<file path="src/rtl/fifo_wr_arbiter_pkg.sv">
// Shared types and default configuration for the FIFO write-port arbiter.
package fifo_arb_pkg;

    typedef enum logic {
        IDLE  = 1'b0,
        BURST = 1'b1
    } arb_state_e;

    localparam int FIFO_WIDTH_DEF = 32;
    localparam int FIFO_DEPTH_DEF = 32;
    localparam int NUM_REQ_DEF    = 4;
    localparam int MAX_BURST_DEF  = 4;

    localparam int REQ_IDX_W = $clog2(NUM_REQ_DEF);
    localparam int CRED_W    = $clog2(FIFO_DEPTH_DEF + 1);

endpackage

</file>
<file path="src/rtl/fifo_wr_arbiter_if.sv">
// Producer-request, FIFO-write and FIFO-read-observe signals of the write-port arbiter.
interface fifo_wr_arbiter_if
    import fifo_arb_pkg::*;
#(
    parameter int FIFO_WIDTH = FIFO_WIDTH_DEF,
    parameter int NUM_REQ    = NUM_REQ_DEF,
    parameter int CW         = CRED_W
) ();

    logic [NUM_REQ-1:0]            req;
    logic [NUM_REQ*FIFO_WIDTH-1:0] req_data;
    logic [NUM_REQ-1:0]            gnt;
    logic                          full;
    logic                          empty;
    logic                          rd_en;
    logic                          wr_en;
    logic [FIFO_WIDTH-1:0]         data_in;
    logic [CW-1:0]                 credits;

    modport master (
        input  req, req_data, full, empty, rd_en,
        output gnt, wr_en, data_in, credits
    );

    modport slave (
        output req, req_data, full, empty, rd_en,
        input  gnt, wr_en, data_in, credits
    );

endinterface

</file>
<file path="src/rtl/fifo_wr_arbiter_rr_pick.sv">
// Purpose: first set bit of mask searching upward from start, wrapping at N.
// Latency: purely combinational.
// Backpressure: none; vld=0 when the mask is empty.
module rr_pick
    import fifo_arb_pkg::*;
#(
    parameter int N  = NUM_REQ_DEF,
    parameter int IW = REQ_IDX_W
) (
    input  logic [N-1:0]  mask,
    input  logic [IW-1:0] start,
    output logic [N-1:0]  gnt,
    output logic [IW-1:0] idx,
    output logic          vld
);

    int            k;
    logic [IW-1:0] kk;

    always_comb begin
        gnt = '0;
        idx = '0;
        vld = 1'b0;
        k   = 0;
        kk  = '0;
        for (int i = 0; i < N; i++) begin
            k = int'(start) + i;
            if (k >= N) k = k - N;
            kk = IW'(k);
            if (!vld && mask[kk]) begin
                vld     = 1'b1;
                gnt[kk] = 1'b1;
                idx     = kk;
            end
        end
    end

endmodule

</file>
<file path="src/rtl/fifo_wr_arbiter.sv">
// Purpose: round-robin, burst-bounded sharing of one FIFO write port with credit tracking.
// Latency: gnt combinational in cycle t; wr_en/data_in registered in cycle t+1.
// Backpressure: gnt held at zero while credits==FIFO_DEPTH or full is set.
module fifo_wr_arbiter
    import fifo_arb_pkg::*;
#(
    parameter int FIFO_WIDTH = FIFO_WIDTH_DEF,
    parameter int FIFO_DEPTH = FIFO_DEPTH_DEF,
    parameter int NUM_REQ    = NUM_REQ_DEF,
    parameter int MAX_BURST  = MAX_BURST_DEF
) (
    input  logic               clk,
    input  logic               rst,
    fifo_wr_arbiter_if.master  bus
);

    localparam int IW = $clog2(NUM_REQ);
    localparam int CW = $clog2(FIFO_DEPTH + 1);
    localparam int BW = $clog2(MAX_BURST + 1);

    arb_state_e          state, state_nxt;
    logic [IW-1:0]       owner, owner_nxt, rr_ptr, rr_nxt;
    logic [IW-1:0]       owner_inc, pick_inc, pick_start, pick_idx, gnt_idx;
    logic [BW-1:0]       burst_cnt, cnt_nxt;
    logic [NUM_REQ-1:0]  pick_mask, pick_gnt, owner_bit;
    logic                pick_vld, gnt_vld, keep_owner, can_grant;
    logic                grant_fire, read_fire;
    logic [CW-1:0]       credits;
    logic                wr_en_q;
    logic [FIFO_WIDTH-1:0] data_q;

    assign owner_inc  = (owner == IW'(NUM_REQ - 1)) ? '0 : owner + IW'(1);
    assign pick_inc   = (pick_idx == IW'(NUM_REQ - 1)) ? '0 : pick_idx + IW'(1);
    assign owner_bit  = NUM_REQ'(1) << owner;
    assign can_grant  = (credits < CW'(FIFO_DEPTH)) && !bus.full;

    // From IDLE the search starts at the rr pointer; mid-burst it skips the owner.
    assign pick_start = (state == IDLE) ? rr_ptr : owner_inc;
    assign pick_mask  = (state == IDLE) ? bus.req : (bus.req & ~owner_bit);

    rr_pick #(.N(NUM_REQ), .IW(IW)) u_pick (
        .mask  (pick_mask),
        .start (pick_start),
        .gnt   (pick_gnt),
        .idx   (pick_idx),
        .vld   (pick_vld)
    );

    always_ff @(posedge clk or posedge rst) begin
        if (rst) begin
            state     <= IDLE;
            owner     <= '0;
            burst_cnt <= '0;
            rr_ptr    <= '0;
        end else begin
            state     <= state_nxt;
            owner     <= owner_nxt;
            burst_cnt <= cnt_nxt;
            rr_ptr    <= rr_nxt;
        end
    end

    always_comb begin
        state_nxt  = state;
        owner_nxt  = owner;
        cnt_nxt    = burst_cnt;
        rr_nxt     = rr_ptr;
        gnt_vld    = 1'b0;
        keep_owner = 1'b0;
        gnt_idx    = owner;
        if (can_grant) begin
            case (state)
                IDLE: begin
                    if (pick_vld) begin
                        gnt_vld   = 1'b1;
                        gnt_idx   = pick_idx;
                        state_nxt = BURST;
                        owner_nxt = pick_idx;
                        cnt_nxt   = BW'(1);
                        rr_nxt    = pick_inc;
                    end
                end
                BURST: begin
                    // Owner keeps the port past MAX_BURST only when nobody else is waiting.
                    if (bus.req[owner] && ((burst_cnt < BW'(MAX_BURST)) || !pick_vld)) begin
                        gnt_vld    = 1'b1;
                        keep_owner = 1'b1;
                        if (burst_cnt < BW'(MAX_BURST)) cnt_nxt = burst_cnt + BW'(1);
                    end else if (pick_vld) begin
                        gnt_vld   = 1'b1;
                        gnt_idx   = pick_idx;
                        owner_nxt = pick_idx;
                        cnt_nxt   = BW'(1);
                        rr_nxt    = pick_inc;
                    end else begin
                        state_nxt = IDLE;
                    end
                end
                default: state_nxt = IDLE;
            endcase
        end
    end

    always_comb begin
        bus.gnt    = '0;
        grant_fire = gnt_vld && !rst;
        if (grant_fire) bus.gnt = keep_owner ? owner_bit : pick_gnt;
    end

    assign read_fire = bus.rd_en && !bus.empty && (credits != '0);

    always_ff @(posedge clk or posedge rst) begin
        if (rst) begin
            credits <= '0;
            wr_en_q <= 1'b0;
            data_q  <= '0;
        end else begin
            case ({grant_fire, read_fire})
                2'b10:   credits <= credits + CW'(1);
                2'b01:   credits <= credits - CW'(1);
                default: credits <= credits;
            endcase
            wr_en_q <= grant_fire;
            if (grant_fire) data_q <= bus.req_data[gnt_idx*FIFO_WIDTH +: FIFO_WIDTH];
        end
    end

    assign bus.wr_en   = wr_en_q;
    assign bus.data_in = data_q;
    assign bus.credits = credits;

    a_credit_range: assert property (@(posedge clk) disable iff (rst) credits <= CW'(FIFO_DEPTH));
    a_gnt_onehot:   assert property (@(posedge clk) disable iff (rst) $onehot0(bus.gnt));

endmodule
</file>
<file path="src/flat_wrapper.sv">
// flat-port wrapper written by rule: the top's interface ports become plain ports
module fifo_wr_arbiter_flat import fifo_arb_pkg::*;
#(
    parameter int FIFO_WIDTH = FIFO_WIDTH_DEF,
    parameter int FIFO_DEPTH = FIFO_DEPTH_DEF,
    parameter int NUM_REQ    = NUM_REQ_DEF,
    parameter int MAX_BURST  = MAX_BURST_DEF
)
  (clk, rst, bus_req, bus_req_data, bus_full, bus_empty, bus_rd_en, bus_gnt, bus_wr_en, bus_data_in, bus_credits);
  fifo_wr_arbiter_if #(.FIFO_WIDTH(FIFO_WIDTH), .NUM_REQ(NUM_REQ)) bus_i ();
  input  logic clk;
  input  logic rst;
  input wire logic [$bits(bus_i.req)-1:0] bus_req;
  input wire logic [$bits(bus_i.req_data)-1:0] bus_req_data;
  input wire logic [$bits(bus_i.full)-1:0] bus_full;
  input wire logic [$bits(bus_i.empty)-1:0] bus_empty;
  input wire logic [$bits(bus_i.rd_en)-1:0] bus_rd_en;
  output wire logic [$bits(bus_i.gnt)-1:0] bus_gnt;
  output wire logic [$bits(bus_i.wr_en)-1:0] bus_wr_en;
  output wire logic [$bits(bus_i.data_in)-1:0] bus_data_in;
  output wire logic [$bits(bus_i.credits)-1:0] bus_credits;
  assign bus_i.req = bus_req;
  assign bus_i.req_data = bus_req_data;
  assign bus_i.full = bus_full;
  assign bus_i.empty = bus_empty;
  assign bus_i.rd_en = bus_rd_en;
  assign bus_gnt = bus_i.gnt;
  assign bus_wr_en = bus_i.wr_en;
  assign bus_data_in = bus_i.data_in;
  assign bus_credits = bus_i.credits;
  fifo_wr_arbiter #(.FIFO_WIDTH(FIFO_WIDTH), .FIFO_DEPTH(FIFO_DEPTH), .NUM_REQ(NUM_REQ), .MAX_BURST(MAX_BURST)) u_core (.clk(clk), .rst(rst), .bus(bus_i));
endmodule
</file>
<file path="config.mk">
export PLATFORM = sky130hd
export DESIGN_NAME = fifo_wr_arbiter_flat
export DESIGN_NICKNAME = d
export VERILOG_FILES = /design/src/rtl/fifo_wr_arbiter_pkg.sv /design/src/rtl/fifo_wr_arbiter_if.sv /design/src/rtl/fifo_wr_arbiter_rr_pick.sv /design/src/rtl/fifo_wr_arbiter.sv /design/src/flat_wrapper.sv
export SDC_FILE = /design/constraint.sdc
export NUM_CORES = 1
export LEC_CHECK = 0
export BUFFER_PORTS_ARGS = -buffer_cell sky130_fd_sc_hd__buf_2
export CAP_MARGIN = 20
export CORE_MARGIN = 8
export CORE_UTILIZATION = 40
export DETAILED_ROUTE_END_ITERATION = 6
export GPL_TIMING_DRIVEN = 0
export PLACE_DENSITY = 0.75
export SLEW_MARGIN = 30
export SYNTH_ARGS = -nofsm -noshare
export SYNTH_HDL_FRONTEND = slang
export SYNTH_SLANG_ARGS = --single-unit
</file>
<file path="constraint.sdc">
create_clock -name clk -period 5.7 [get_ports clk]
set_input_delay 0.855 -clock clk [delete_from_list [all_inputs] [get_ports clk]]
set_output_delay 0.855 -clock clk [all_outputs]
set_load 0.005 [all_outputs]
</file>
* Word-level counts from Yosys, hierarchy flattened
Cells that the tools add are included.
** Cells by class
- Shift operators :: 2
- $add $sub $neg :: 12
- Eq/ne operators :: 6
- Reductions and logical operators :: 24
- Multiply operators :: 0
- Div/mod/pow operators :: 0
- Magnitude comparators :: 15
- Multiplexer cells :: 59
- Bitwise operators :: 6
** Operators by type and width (count)
- $shiftx 128x8->32 :: 1
- $mux 2 :: 16
- $mux 4 :: 7
- $mux 1 :: 19
- $lt 2x3->1 const B :: 5
- $logic_and 1x1->1 :: 12
- $or 4x4->4 :: 3
- $pmux 6 s2 :: 1
- $bmux 1 s2 :: 5
- $ge 3x3->1 const B :: 3
- $mux 3 :: 3
- $demux 1 s2 :: 4
- $ge 2x1->1 const B :: 4
- $pmux 2 s2 :: 2
- $sub 2x1->2 const B :: 4
- $logic_not 1->1 :: 7
- $add 2x2->3 const B :: 2
- $add 6x1->6 const B :: 1
- $eq 2x2->1 const B :: 3
- $lt 6x6->1 const B :: 1
- $pmux 3 s2 :: 1
- $reduce_bool 6->1 :: 1
- $sub 6x1->6 const B :: 1
- $add 2x1->2 const B :: 2
- 15 further kinds :: 16
** Storage, ports and cells
- Bits in latches :: 0
- Output and inout port bits :: 43
- Bits in read-only memories :: 0
- Memories kept :: 0
- Bits of input ports :: 137
- Register bits after elaboration :: 47
- Memory bits (writable) :: 0

* Logic depth before layout (Yosys ltp)
Gate-level depths: netlist (run 1).
- Depth after elaboration :: 26
- Mapped depth :: 19
- Gate-level depth less buffers :: 16

* By module
A second synthesis (run 1) with hierarchy kept.
** Unflattened totals
- Cell total of the unflattened synthesis :: 265
- Area total of the unflattened synthesis :: 3555.9 µm²
** By module, submodules not included
- fifo_wr_arbiter :: instances 1, sequential area each 1176.1 µm², area an instance 3134.3 µm², cells an instance 220
- rr_pick :: instances 1, sequential area each 0.0 µm², area an instance 421.7 µm², cells an instance 45

* Least setup slack after synthesis (run 1)
Ideal clock, no wire load.
- Path type :: register -> register
- From :: register u_core.owner[1]
- To :: register u_core.credits[5] (netlist: u_core.bus.credits[5])
- Path slack :: 1660 ps
- Data arrival time :: 3914 ps
- Cell stages (with the launch flop) :: 19
- Path through :: dfrtp_1 ha_1 nor3b_2 nor2_4 inv_2 a221o_1 o21ai_1 a21o_1 clkbuf_1 clkbuf_1 ha_1 ha_1 a21o_1 a21oi_1 o21bai_1 a21oi_1 xnor2_1 nor2_1 xor2_1
** On the way
- Longest elaborated chain between the ends :: 26
- Elaborated cells between the ends (all ways) :: 55
- Those cells by class :: add/sub: 8; order compare: 4; eq/ne: 3; shift: 1; mux: 26; bitwise: 2; reduce/logical: 11
** Ends and longest elaborated chain
- from (decl) :: RTL line fifo_wr_arbiter.sv:22 : logic [IW-1:0] owner, owner_nxt, rr_ptr, rr_nxt;
- from (signal assigned) :: RTL line fifo_wr_arbiter.sv:57 : owner <= owner_nxt;
- branches (longest 21 deep; another with $add 2x1->3)
- $pmux 1 s2 (*) :: RTL line fifo_wr_arbiter.sv:72 : case (state)
- $mux 1 (*) :: RTL line fifo_wr_arbiter.sv:71 : if (can_grant) begin
- $logic_and 1x1->1 (*) :: RTL line fifo_wr_arbiter.sv:106 : grant_fire = gnt_vld && !rst;
- $eq 2x1->1 / $eq 2x2->1 (equally long branches) :: RTL line fifo_wr_arbiter.sv:118 : case ({grant_fire, read_fire})
- $pmux 6 s2 / $reduce_bool 2->1 (equally long branches)
- to (signal assigned) :: RTL line fifo_wr_arbiter.sv:119 : 2'b10: credits <= credits + CW'(1);
- to (signal assigned) :: RTL line fifo_wr_arbiter.sv:120 : 2'b01: credits <= credits - CW'(1);
- to (signal assigned) :: RTL line fifo_wr_arbiter.sv:121 : default: credits <= credits;
- to (decl) :: RTL line fifo_wr_arbiter.sv:28 : logic [CW-1:0] credits;
Every way passes the cells marked *. The select of a mux whose other input is x is not followed.
A chain may end at the register's enable or synchronous reset.

* Worst setup path after layout (run 1)
Same ends and word-level chain as after synthesis.

==> results by group, run 1 <==
Detailed routing
  • Via-to-Cell Ratio: 5.573
  • # DRC: 0
  • Iter 0 DRT Violations: 294
  • Detailed-route via count: 4,302
  • Wire per inst: 18.09 um
  • Total wire length: 13.96 mm
  • ANT nets after route: 0
  • First drt pass iteration count: 5

Timing
  • Worst Tran Pin Value: 0.6218 ns
  • Skew final: 0.01414 ns
  • Fin. max-slew vios: 0
  • Setup TNS: 0 ns
  • Hold WS: slightly below 0.5 ns
  • Final hold vios: 0
  • Setup Viol. Count Final: 0
  • RSZ-0062 raised after global routing: no
  • Min Tclk post-route: 5.039 ns
  • Crit share post-route: about nine tenths
  • Relative slew slack: between 50% and 60%
  • Achievable Freq: approximately 0.2 GHz

Critical path
  • Delay-heaviest family, CP: compound AO/OA/AOI/OAI gates
  • Worst setup EP type: register
  • Crit path DAT: 5.24 ns
  • Startpoint types: register
  • Worst-path cell chain: ha_1 > nor3b_2 > nor2_4 > inv_2 > a221o_1 > o21ai_1 > a21o_1 > clkbuf_1 > clkbuf_1 > ha_1 > ha_1 > a21o_1 > a21oi_1 > o21bai_1 > a21oi_1 > xnor2_1 > nor2_1 > xor2_1
  • Buf/Inv on CP: 3
  • Worst stage delay on the critical path: 0.46 ns
  • Critical path peak fanout: 13
  • Critical Path RT: 5.90 ns
  • Crit Path Category: reg2reg
  • Critical path's slowest cell: dfrtp_1
  • CP most frequent cell: ha_1

Power and ir drop
  • VDD IR max: 0.0002603 V
  • Cell leakage power: 2.540 nW
  • Psw: 1.472 mW
  • Internal: 1.580 mW
  • Sw Share: 48.23%
  • Comb power frac: 70.0%
  • PD cells: 584.8 nW/um2
  • Tot Pwr: slightly above 3 mW
  • Flop pwr share: between 15 and 20%
  • Clock power frac: about a tenth

Place
  • Port Buffers: 179
  • DP Area: a little over 5000 um2
  • Final GP Congestion: 0.9149
  • HPWL after DPL: ~11 mm

CTS
  • CTS Root Cell: clkbuf_8
  • CTS resizes: 0
  • TritonCTS buffer count: 5
  • Post-CTS Setup Inserts: 0
  • Cts hold-fix bufs: 0
  • Maximum buffer depth of the clock tree: 2
  • Worst-Skew Late Latency: 0.32 ns
  • Clock-pin slew on the worst setup and hold paths: 0.10 ns
  • Clock Sinks: 47
  • CTS tree: built
  • H-tree Lvls: 2

Finish
  • Fillcell total: 940
  • Number of diodes: 0
  • P&R area growth vs syn: 30.02%
  • Share of cells above drive strength 1: 35.05%
  • Fin nets: 794
  • Final design area excluding fillers: 5219 um2

Synthesis
  • Largest cells by area after synthesis: dfrtp_1 29%, mux2i_1 8.7%, o311ai_1 7.0%
  • Post-synth top flop: dfrtp_1
  • Share of the synthesized area in the top cell type: 29.30%
  • Post-synth EDFFs: 0
  • Post-synthesis async set-or-reset flop share: 100.0%
  • Seq/Total Area, Yosys: a little under 30%
  • Count leader, synth: dfrtp_1
  • Synth unique cells: 61
  • Synthesized area: between 4000 and 5000 um2
  • Flops & latches, synth: 47
  • Ys Warns: 0
  • Syn nets: roughly 610
  • Area leader, netlist: dfrtp_1
  • Cells after Synth: 452
  • Syn Area/Cell: 8.880 um2
  • Most common library cells after synthesis: 47 x dfrtp_1, 41 x nand2_1, 35 x mux2i_1, 33 x o21ai_1

Worst hold path
  • Min-Delay Path Class: reg2reg

Die
  • Die area: roughly 13,000 um2
  • Effective utilization at floorplan: a little over 40%
  • Die height: roughly 120 um
  • IO Pins: 180
  • Die Wd: 116.2 um
  • FP Rows: 36
  • CORE AREA: around 10000 um2

Global route
  • First-pass GRT wire length: 21.98 mm
  • GRT overflow: 0
  • GRT Total Usage: 20.21%
  • Largest net degree at the start of global routing: 48
  • Initial antenna violation count: 0
  • Vias in the first global route: 4,563

Job
  • Max_cap viols: 0

Outcome
  • Status: finished, final reports clean
==> metrics by stage <==
stage	std cells	util, %	worst slack [ns]
detailed placement	764	51.96	0.7292
finish	772	53.39	0.6614
global placement	764	51.93	0.7781
global route	772	53.39	0.2259
floorplan	452	-	1.660
CTS	772	53.39	0.7110
==> power groups by stage <==
| stage | combinational (mW) | sequential (mW) | clock (mW) |
|---|---|---|---|
| floorplan | 1.53 | 0.598 | 0 |
| global placement | 2.07 | 0.604 | 0 |
| detailed placement | 2.12 | 0.608 | 0 |
| CTS | 2.13 | 0.604 | 0.316 |
| global route | 2.36 | 0.622 | 0.328 |
| finish | 2.14 | 0.605 | 0.311 |
==> flip-flops by register name (all words and copies together) (netlist names) <==
| signal | flops |
|---|---|
| u_core.bus.wr_en | 1 |
| u_core.owner | 2 |
| u_core.bus.credits | 6 |
| u_core.state | 1 |
| u_core.rr_ptr | 2 |
| u_core.burst_cnt | 3 |
| u_core.bus.data_in | 32 |
==> worst reg2reg max path: cells and delay by family (launching register included) <==
family | cells | cell delay, ns
adder cells (fa/ha/maj) | 3 | 1.03
flip-flops | 1 | 0.46
buffers and inverters | 3 | 1.01
AO/OA/AOI/OAI | 7 | 1.62
AND/OR/NAND/NOR | 3 | 0.53
XOR/XNOR | 2 | 0.28
==> layout make-up <==
type | instances | area, um2 | area share (%)
Multi-Input combinational cell | 355 | 2564 | 49.12
Sequential cell | 47 | 1176 | 22.54
Timing Repair Buffer | 179 | 895.9 | 17.17
Buffer | 35 | 217.7 | 4.172
Tap cell | 133 | 166.4 | 3.189
Clock inverter | 3 | 71.32 | 1.367
Clock buffer | 5 | 68.82 | 1.319
Inverter | 15 | 58.81 | 1.127
==> layout by cell type (no fill, tap or decap), types with 5 or more instances in the layout <==
cell,synthesis,final
a31oi_1,5,5
nand2_1,41,41
a22oi_1,9,9
ha_1,18,18
o21ai_0,17,17
mux2i_1,35,35
a21boi_0,31,31
clkbuf_8,0,5
buf_2,6,185
o311ai_1,32,32
inv_1,13,12
clkbuf_1,22,22
nand2b_1,5,5
dfrtp_1,47,47
o21ai_1,33,33
nor2_1,18,18
and3_1,32,32
a21oi_1,7,7
nor3_1,5,5
==> per-layer routing <==
metal	global-route usage [%]	up-vias	routed length, um
met1	24.20	2002	5714
li1	-	2077	-
met2	35.53	204	7006
met3	4.860	19	1074
met4	4.927	0	166
met5	0	-	0
==> path summary, 6_finish.rpt <==
check / startpoint / end / slack [ns] / cells past startpoint
max in group asynchronous: rst / u_core.bus.data_in[13]$_DFFE_PP0P_ / 4.67 / 2
min in group asynchronous: rst / u_core.bus.wr_en$_DFF_PP0_ / 0.60 / 2
hold / removal: u_core.burst_cnt[0]$_DFFE_PP0P_ / u_core.burst_cnt[0]$_DFFE_PP0P_ / 0.48 / 1
setup / recovery: u_core.owner[1]$_DFF_PP0_ / u_core.bus.credits[5]$_DFFE_PP0P_ / 0.66 / 18
hold reg to reg: u_core.burst_cnt[0]$_DFFE_PP0P_ / u_core.burst_cnt[0]$_DFFE_PP0P_ / 0.48 / 1
setup reg to reg: u_core.owner[1]$_DFF_PP0_ / u_core.bus.credits[5]$_DFFE_PP0P_ / 0.66 / 18
==> logic make-up after synthesis <==
family | after synthesis | synth area share, %
compound gates | 166 | 29.33
simple gates | 123 | 16.49
buf+inv | 50 | 6.827
flops | 47 | 29.30
mux | 40 | 10.41
fa+ha+maj | 19 | 6.110
xor+xnor | 7 | 1.527
Note: power is estimated with default switching activity, not from simulation.
==> run 2: changes to the inputs <==
--- a/config.mk
+++ b/config.mk
@@ -7,12 +7,14 @@
 export LEC_CHECK = 0
 export BUFFER_PORTS_ARGS = -buffer_cell sky130_fd_sc_hd__buf_2
 export CAP_MARGIN = 20
+export CELL_PAD_IN_SITES_DETAIL_PLACEMENT = 1
+export CELL_PAD_IN_SITES_GLOBAL_PLACEMENT = 2
 export CORE_MARGIN = 8
-export CORE_UTILIZATION = 40
+export CORE_UTILIZATION = 27
 export DETAILED_ROUTE_END_ITERATION = 6
 export GPL_TIMING_DRIVEN = 0
-export PLACE_DENSITY = 0.75
-export SLEW_MARGIN = 30
+export PLACE_DENSITY = 0.87
+export SLEW_MARGIN = 20
 export SYNTH_ARGS = -nofsm -noshare
 export SYNTH_HDL_FRONTEND = slang
 export SYNTH_SLANG_ARGS = --single-unit
==> run 2 against run 1 <==
Compared with the run above:
- wire length grew 18%
- clock power grew 27%
- power grew 5.0%
- critical path type unchanged
- utilization shrank 16 points
- largest power group unchanged
- sequential share of layout area shrank 0.70 points
==> results by group, run 2 (same netlist as run 1, synthesis figures left out) <==
CTS
  • Clock-pin slew on the worst setup and hold paths: 0.07 ns (-0.03 ns)
  • Clock Sinks: 47 (unchanged)
  • TritonCTS buffer count: 5 (unchanged)
  • CTS Root Cell: clkbuf_16
  • Cts hold-fix bufs: 0 (unchanged)
  • CTS tree: built
  • H-tree Lvls: 2 (unchanged)
  • CTS resizes: 0 (unchanged)
  • Post-CTS Setup Inserts: 0 (unchanged)
  • Worst-Skew Late Latency: 0.30 ns (-0.02 ns)
  • Maximum buffer depth of the clock tree: 2 (unchanged)

Critical path
  • Critical Path RT: 5.88 ns (-0.02 ns)
  • Crit path DAT: 5.40 ns (+0.16 ns)
  • Critical path peak fanout: 13 (unchanged)
  • Worst setup EP type: register
  • Crit Path Category: reg2reg
  • Startpoint types: register

Global route
  • First-pass GRT wire length: 25.79 mm (+17%)
  • Vias in the first global route: 4,959 (+8.7%)
  • GRT Total Usage: 17.22% (-3.0 points)
  • Largest net degree at the start of global routing: 28 (-42%)
  • Initial antenna violation count: 1 (+1)
  • GRT overflow: 0 (unchanged)

Place
  • Final GP Congestion: 0.8401 (-8.2%)
  • HPWL after DPL: 13.44 mm (+19%)
  • Port Buffers: 179 (unchanged)

Detailed routing
  • Top Metal Used: met5
  • Routed length on met2: 8.213 mm (+17%)
  • Total wire length: 16.44 mm (+18%)
  • Metal1 wirelength: 7.113 mm (+24%)
  • Met3 routed WL: 966 um (-10%)
  • Via-to-Cell Ratio: 5.268 (-5.5%)
  • Detailed-route via count: 4,357 (+1.3%)
  • Iter 0 DRT Violations: 189 (-36%)
  • First drt pass iteration count: 4 (-1)
  • ANT nets after route: 0 (unchanged)
  • # DRC: 0 (unchanged)
  • Wire per inst: 19.88 um (+9.9%)

Die
  • IO Pins: 180 (unchanged)
  • FP Rows: 44 (+22%)
  • CORE AREA: 14,530 um2 (+49%)
  • Die height: 137.9 um (+19%)
  • Die area: 19,020 um2 (+41%)
  • Effective utilization at floorplan: 27.62% (-13 points)
  • Die Wd: 137.9 um (+19%)

Finish
  • Max reg flops: 32 (unchanged)
  • P&R area growth vs syn: 34.16%
  • Share of cells above drive strength 1: 35.26% (+0.20 points)
  • Most frequent cells in the layout: 185 x buf_2, 47 x dfrtp_1, 41 x nand2_1
  • Fin nets: 796 (+0.25%)
  • Final core occ: 37.05% (-16 points)
  • Most common cell after layout, fill and taps aside: buf_2

Power and ir drop
  • Cell leakage power: 2.581 nW (+1.6%)
  • VDD IR max: 0.0001918 V (-26%)
  • PD cells: 594.9 nW/um2 (+1.7%)

Timing
  • Worst Tran Pin Value: 0.7921 ns (+0.1703 ns)
  • Min Tclk post-route: 5.220 ns (+0.1814 ns)
  • Relative slew slack: 46.72% (-11 points)
  • Setup TNS: 0 ns (unchanged)
  • Fin. max-slew vios: 0 (unchanged)
  • Setup Viol. Count Final: 0 (unchanged)
  • RSZ-0062 raised after global routing: no
  • Skew final: 0.006462 ns (-0.007678 ns)
  • Hold WS: 0.4287 ns (-0.05294 ns)
  • Final hold vios: 0 (unchanged)
  • Crit share post-route: 91.58% (+3.2 points)
  • Achievable Freq: 0.1916 GHz (-3.5%)

Job
  • Max_cap viols: 0 (unchanged)

Worst hold path
  • Min-Delay Path Class: in2async

Outcome
  • Status: finished, final reports clean
-- run 2: layout make-up --
type                    count  area, um2
flip-flops and latches     47       1176
repair buffers            181      943.4
well taps                 184      230.2
diodes                      2      5.005
clock buffers               5      125.1
multi-input cells         355       2564
fillers                  1809       9149
inverters                  15      56.30
plain buffers              35      217.7
clock inverters             3      67.56
-- run 2: worst max-delay path: stages, from the launching register on --
cell	delay, ns
dfrtp_1	0.48
ha_1	0.42
nor3b_2	0.16
nor2_4	0.31
inv_2	0.18
a221o_1	0.38
o21ai_1	0.30
a21o_1	0.29
clkbuf_1	0.44
clkbuf_1	0.47
ha_1	0.36
ha_1	0.28
a21o_1	0.18
a21oi_1	0.22
o21bai_1	0.09
a21oi_1	0.17
xnor2_1	0.14
nor2_1	0.07
xor2_1	0.16
-- run 2: path summary, 6_finish.rpt --
path / start / cells past startpoint / end / slack, ns
worst max-delay path: u_core.owner[1]$_DFF_PP0_ / 18 / u_core.bus.credits[5]$_DFFE_PP0P_ / 0.48
worst min-delay path: rst / 2 / u_core.burst_cnt[2]$_DFFE_PP0P_ / 0.43
worst max register to register: u_core.owner[1]$_DFF_PP0_ / 18 / u_core.bus.credits[5]$_DFFE_PP0P_ / 0.48
worst min register to register: u_core.burst_cnt[0]$_DFFE_PP0P_ / 1 / u_core.burst_cnt[0]$_DFFE_PP0P_ / 0.48
max in group asynchronous: rst / 4 / u_core.bus.data_in[14]$_DFFE_PP0P_ / 4.71
min in group clk: u_core.burst_cnt[0]$_DFFE_PP0P_ / 1 / u_core.burst_cnt[0]$_DFFE_PP0P_ / 0.48
-- run 2: per-stage QoR --
| step | std cells | power [mW] | worst slack, ns | cell area [um2] |
|---|---|---|---|---|
| 2_1_floorplan | 452 | 2.125 | 1.660 | 4014 |
| 3_3_place_gp | 815 | 2.727 | 0.5846 | 5140 |
| 3_5_place_dp | 817 | 2.824 | 0.4922 | 5187 |
| 4_1_cts | 825 | 3.228 | 0.4539 | 5380 |
| 5_1_grt | 825 | 3.477 | 0.09410 | 5380 |
| 6_report | 827 | 3.204 | 0.4800 | 5385 |
-- run 2: power by group --
part	internal [mW]	total, mW	switching [mW]
Clock	0.252	0.394	0.142
Sequential	0.492	0.611	0.119
Combinational	0.915	2.20	1.28
Total	1.66	3.20	1.54
-- run 2: per-layer routing --
metal	vias to the layer above	GRT usage (%)
li1	2082	-
met1	2114	21.15
met2	143	30.01
met3	16	4.167
met4	2	3.224
met5	-	0
==> run 3: changes to the inputs <==
--- a/config.mk
+++ b/config.mk
@@ -5,7 +5,7 @@
 export SDC_FILE = /design/constraint.sdc
 export NUM_CORES = 1
 export LEC_CHECK = 0
-export BUFFER_PORTS_ARGS = -buffer_cell sky130_fd_sc_hd__buf_2
+export BUFFER_PORTS_ARGS = -buffer_cell sky130_fd_sc_hd__buf_4
 export CAP_MARGIN = 20
 export CELL_PAD_IN_SITES_DETAIL_PLACEMENT = 1
 export CELL_PAD_IN_SITES_GLOBAL_PLACEMENT = 2
==> run 3 against run 2 <==
Compared with the run above:
- utilization rose by 2.5 points
- die area did not move
- first-iteration DRC count rose by 3.2%
- worst setup slack got worse by 0.036 ns
- power rose by 0.73%
- via count fell by 0.92%
- register-to-register slack got worse by 0.04 ns
- global-route usage rose by 0.10 points
- design area rose by 6.6%
- critical path type unchanged
- largest cell class unchanged
==> results by group, run 3 (same netlist as run 1, synthesis figures left out) <==
Die
  • FP Rows: 44 (unchanged)
  • Die Wd: 137.9 um (unchanged)
  • IO Pins: 180 (unchanged)
  • Die area: 19,020 um2 (unchanged)
  • Die height: 137.9 um (unchanged)
  • CORE AREA: 14,530 um2 (unchanged)
  • Effective utilization at floorplan: 27.62% (unchanged)

Detailed routing
  • ANT nets after route: 0 (unchanged)
  • First drt pass iteration count: 4 (unchanged)
  • Detailed-route via count: 4,317 (-0.92%)
  • Wire per inst: 20.20 um (+1.6%)
  • Total wire length: 16.62 mm (+1.1%)
  • # DRC: 0 (unchanged)
  • Iter 0 DRT Violations: 195 (+3.2%)
  • Via-to-Cell Ratio: 5.245 (-0.44%)

Place
  • DP Area: 5590 um2 (+7.8%)
  • Final GP Congestion: 0.8879 (+5.7%)
  • HPWL after DPL: 13.40 mm (-0.34%)
  • Port Buffers: 179 (unchanged)
  • Post-Place Worst Slack: 0.4471 ns (-0.04511 ns)
  • Placed Instances: 815 (-0.24%)

Global route
  • Global-route met1 utilization: 20.97% (-0.18 points)
  • First-pass GRT wire length: 25.80 mm (about the same)
  • Initial antenna violation count: 0 (-1)
  • Most Crowded Layer GR: met2
  • GRT overflow: 0 (unchanged)
  • Met3 track demand over resource: 5.399% (+1.2 points)
  • Largest net degree at the start of global routing: 48 (+71%)
  • Grt met2 use: 29.61% (-0.40 points)
  • Vias in the first global route: 4,801 (-3.2%)
  • GRT Total Usage: 17.32% (+0.10 points)

Outcome
  • Status: finished, final reports clean

Critical path
  • Critical Path RT: 5.88 ns (about the same)
  • Reg-to-reg setup timing slack: 0.44 ns (-0.04 ns)
  • R2R Path End: u_core.bus.credits[5]$_DFFE_PP0P_
  • R2R cell count: 18 (unchanged)
  • Crit path DAT: 5.43 ns (+0.03 ns)
  • Crit Path Category: reg2reg
  • Worst Setup SP: u_core.owner[1]$_DFF_PP0_
  • Startpoint types: register
  • Critical path peak fanout: 13 (unchanged)
  • FF-to-FF Start: u_core.owner[1]$_DFF_PP0_
  • Worst setup EP type: register

Finish
  • Most frequent cells in the layout: 179 x buf_4, 47 x dfrtp_1, 41 x nand2_1
  • Max reg flops: 32 (unchanged)
  • P&R area growth vs syn: 43.08%
  • Final design area excluding fillers: 5743 um2 (+6.6%)
  • Fin nets: 794 (-0.25%)
  • Non-filler cells, final: 823 (-0.48%)
  • Share of cells above drive strength 1: 35.05% (-0.20 points)
  • Final core occ: 39.51% (+2.5 points)
  • Most common cell after layout, fill and taps aside: buf_4
  • Number of diodes: 0 (-2)

CTS
  • Worst-Skew Late Latency: 0.30 ns (about the same)
  • H-tree Lvls: 2 (unchanged)
  • Cts hold-fix bufs: 0 (unchanged)
  • Post-CTS Setup Inserts: 0 (unchanged)
  • CTS tree: built
  • Clock-pin slew on the worst setup and hold paths: 0.07 ns (about the same)
  • Clock Sinks: 47 (unchanged)
  • CTS resizes: 0 (unchanged)
  • CTS Root Cell: clkbuf_16
  • TritonCTS buffer count: 5 (unchanged)
  • Maximum buffer depth of the clock tree: 2 (unchanged)

Power and ir drop
  • Cell leakage power: 2.686 nW (+4.0%)
  • Tot Pwr: 3.227 mW (+0.73%)
  • VDD IR max: 0.0001626 V (-15%)
  • PD cells: 561.9 nW/um2 (-5.5%)

Timing
  • Hold WS: 0.4943 ns (+0.06554 ns)
  • Skew final: 0.006554 ns (+0.00009217 ns)
  • Worst Tran Pin Value: 0.7170 ns (-0.07509 ns)
  • Crit share post-route: 92.22% (+0.64 points)
  • Final hold vios: 0 (unchanged)
  • RSZ-0062 raised after global routing: no
  • Achievable Freq: 0.1902 GHz (-0.69%)
  • Fin. max-slew vios: 0 (unchanged)
  • Setup Viol. Count Final: 0 (unchanged)
  • Min Tclk post-route: 5.256 ns (+0.03645 ns)
  • Relative slew slack: 51.77% (+5.1 points)
  • Setup TNS: 0 ns (unchanged)
  • Setup ws final: 0.4435 ns (-0.03645 ns)

Worst hold path
  • Hold path startpoint: u_core.burst_cnt[0]$_DFFE_PP0P_
  • Worst Hold End: u_core.burst_cnt[0]$_DFFE_PP0P_
  • Hold depth: 1
  • Min-Delay Path Class: reg2reg

Job
  • Max_cap viols: 0 (unchanged)
## run 3: cell types whose count changed in the layout (fill, tap and decap cells not counted), moves of 2 or more
cell and change:
bufinv_16 -2, diode_2 -2, buf_4 +179, buf_2 -179
## run 3: layout make-up
cell class	instances	area [um2]
clock buffers	6	138.9
inverters	15	58.81
repair buffers	179	1344
multi-input cells	355	2564
clock inverters	2	13.76
well taps	184	230.2
plain buffers	35	217.7
fillers	1733	8791
flip-flops and latches	47	1176
## run 3: routing by layer
metal  vias to the layer above  part of all wire, %
met5                         -                    0
met4                         0                  1.1
met3                        13                  7.1
met2                       141                   49
met1                      2092                   42
li1                       2071                    -
## run 3: how the worst max path moves through the flow
stage / to / depth (start not counted)
floorplan: u_core.bus.credits[5]$_DFFE_PP0P_ / 18
global placement: u_core.bus.credits[5]$_DFFE_PP0P_ / 18
detailed placement: u_core.bus.credits[5]$_DFFE_PP0P_ / 18
CTS: u_core.bus.credits[5]$_DFFE_PP0P_ / 18
global route: u_core.bus.credits[5]$_DFFE_PP0P_ / 18
finish: u_core.bus.credits[5]$_DFFE_PP0P_ / 18
## run 3: power breakdown
group          leakage, nW  internal (mW)  switching (mW)
combinational         2.03           1.01            1.29
sequential           0.581          0.492           0.118
clock               0.0772          0.176           0.146
total                 2.69           1.68            1.55
## run 3: worst max-delay path, stage by stage, from the launching register on
cell,delay [ns]
dfrtp_1,0.47
ha_1,0.38
nor3b_2,0.15
nor2_4,0.33
inv_2,0.18
a221o_1,0.36
o21ai_1,0.29
a21o_1,0.28
clkbuf_1,0.46
clkbuf_1,0.50
ha_1,0.38
ha_1,0.28
a21o_1,0.18
a21oi_1,0.24
o21bai_1,0.10
a21oi_1,0.19
xnor2_1,0.14
nor2_1,0.06
xor2_1,0.16
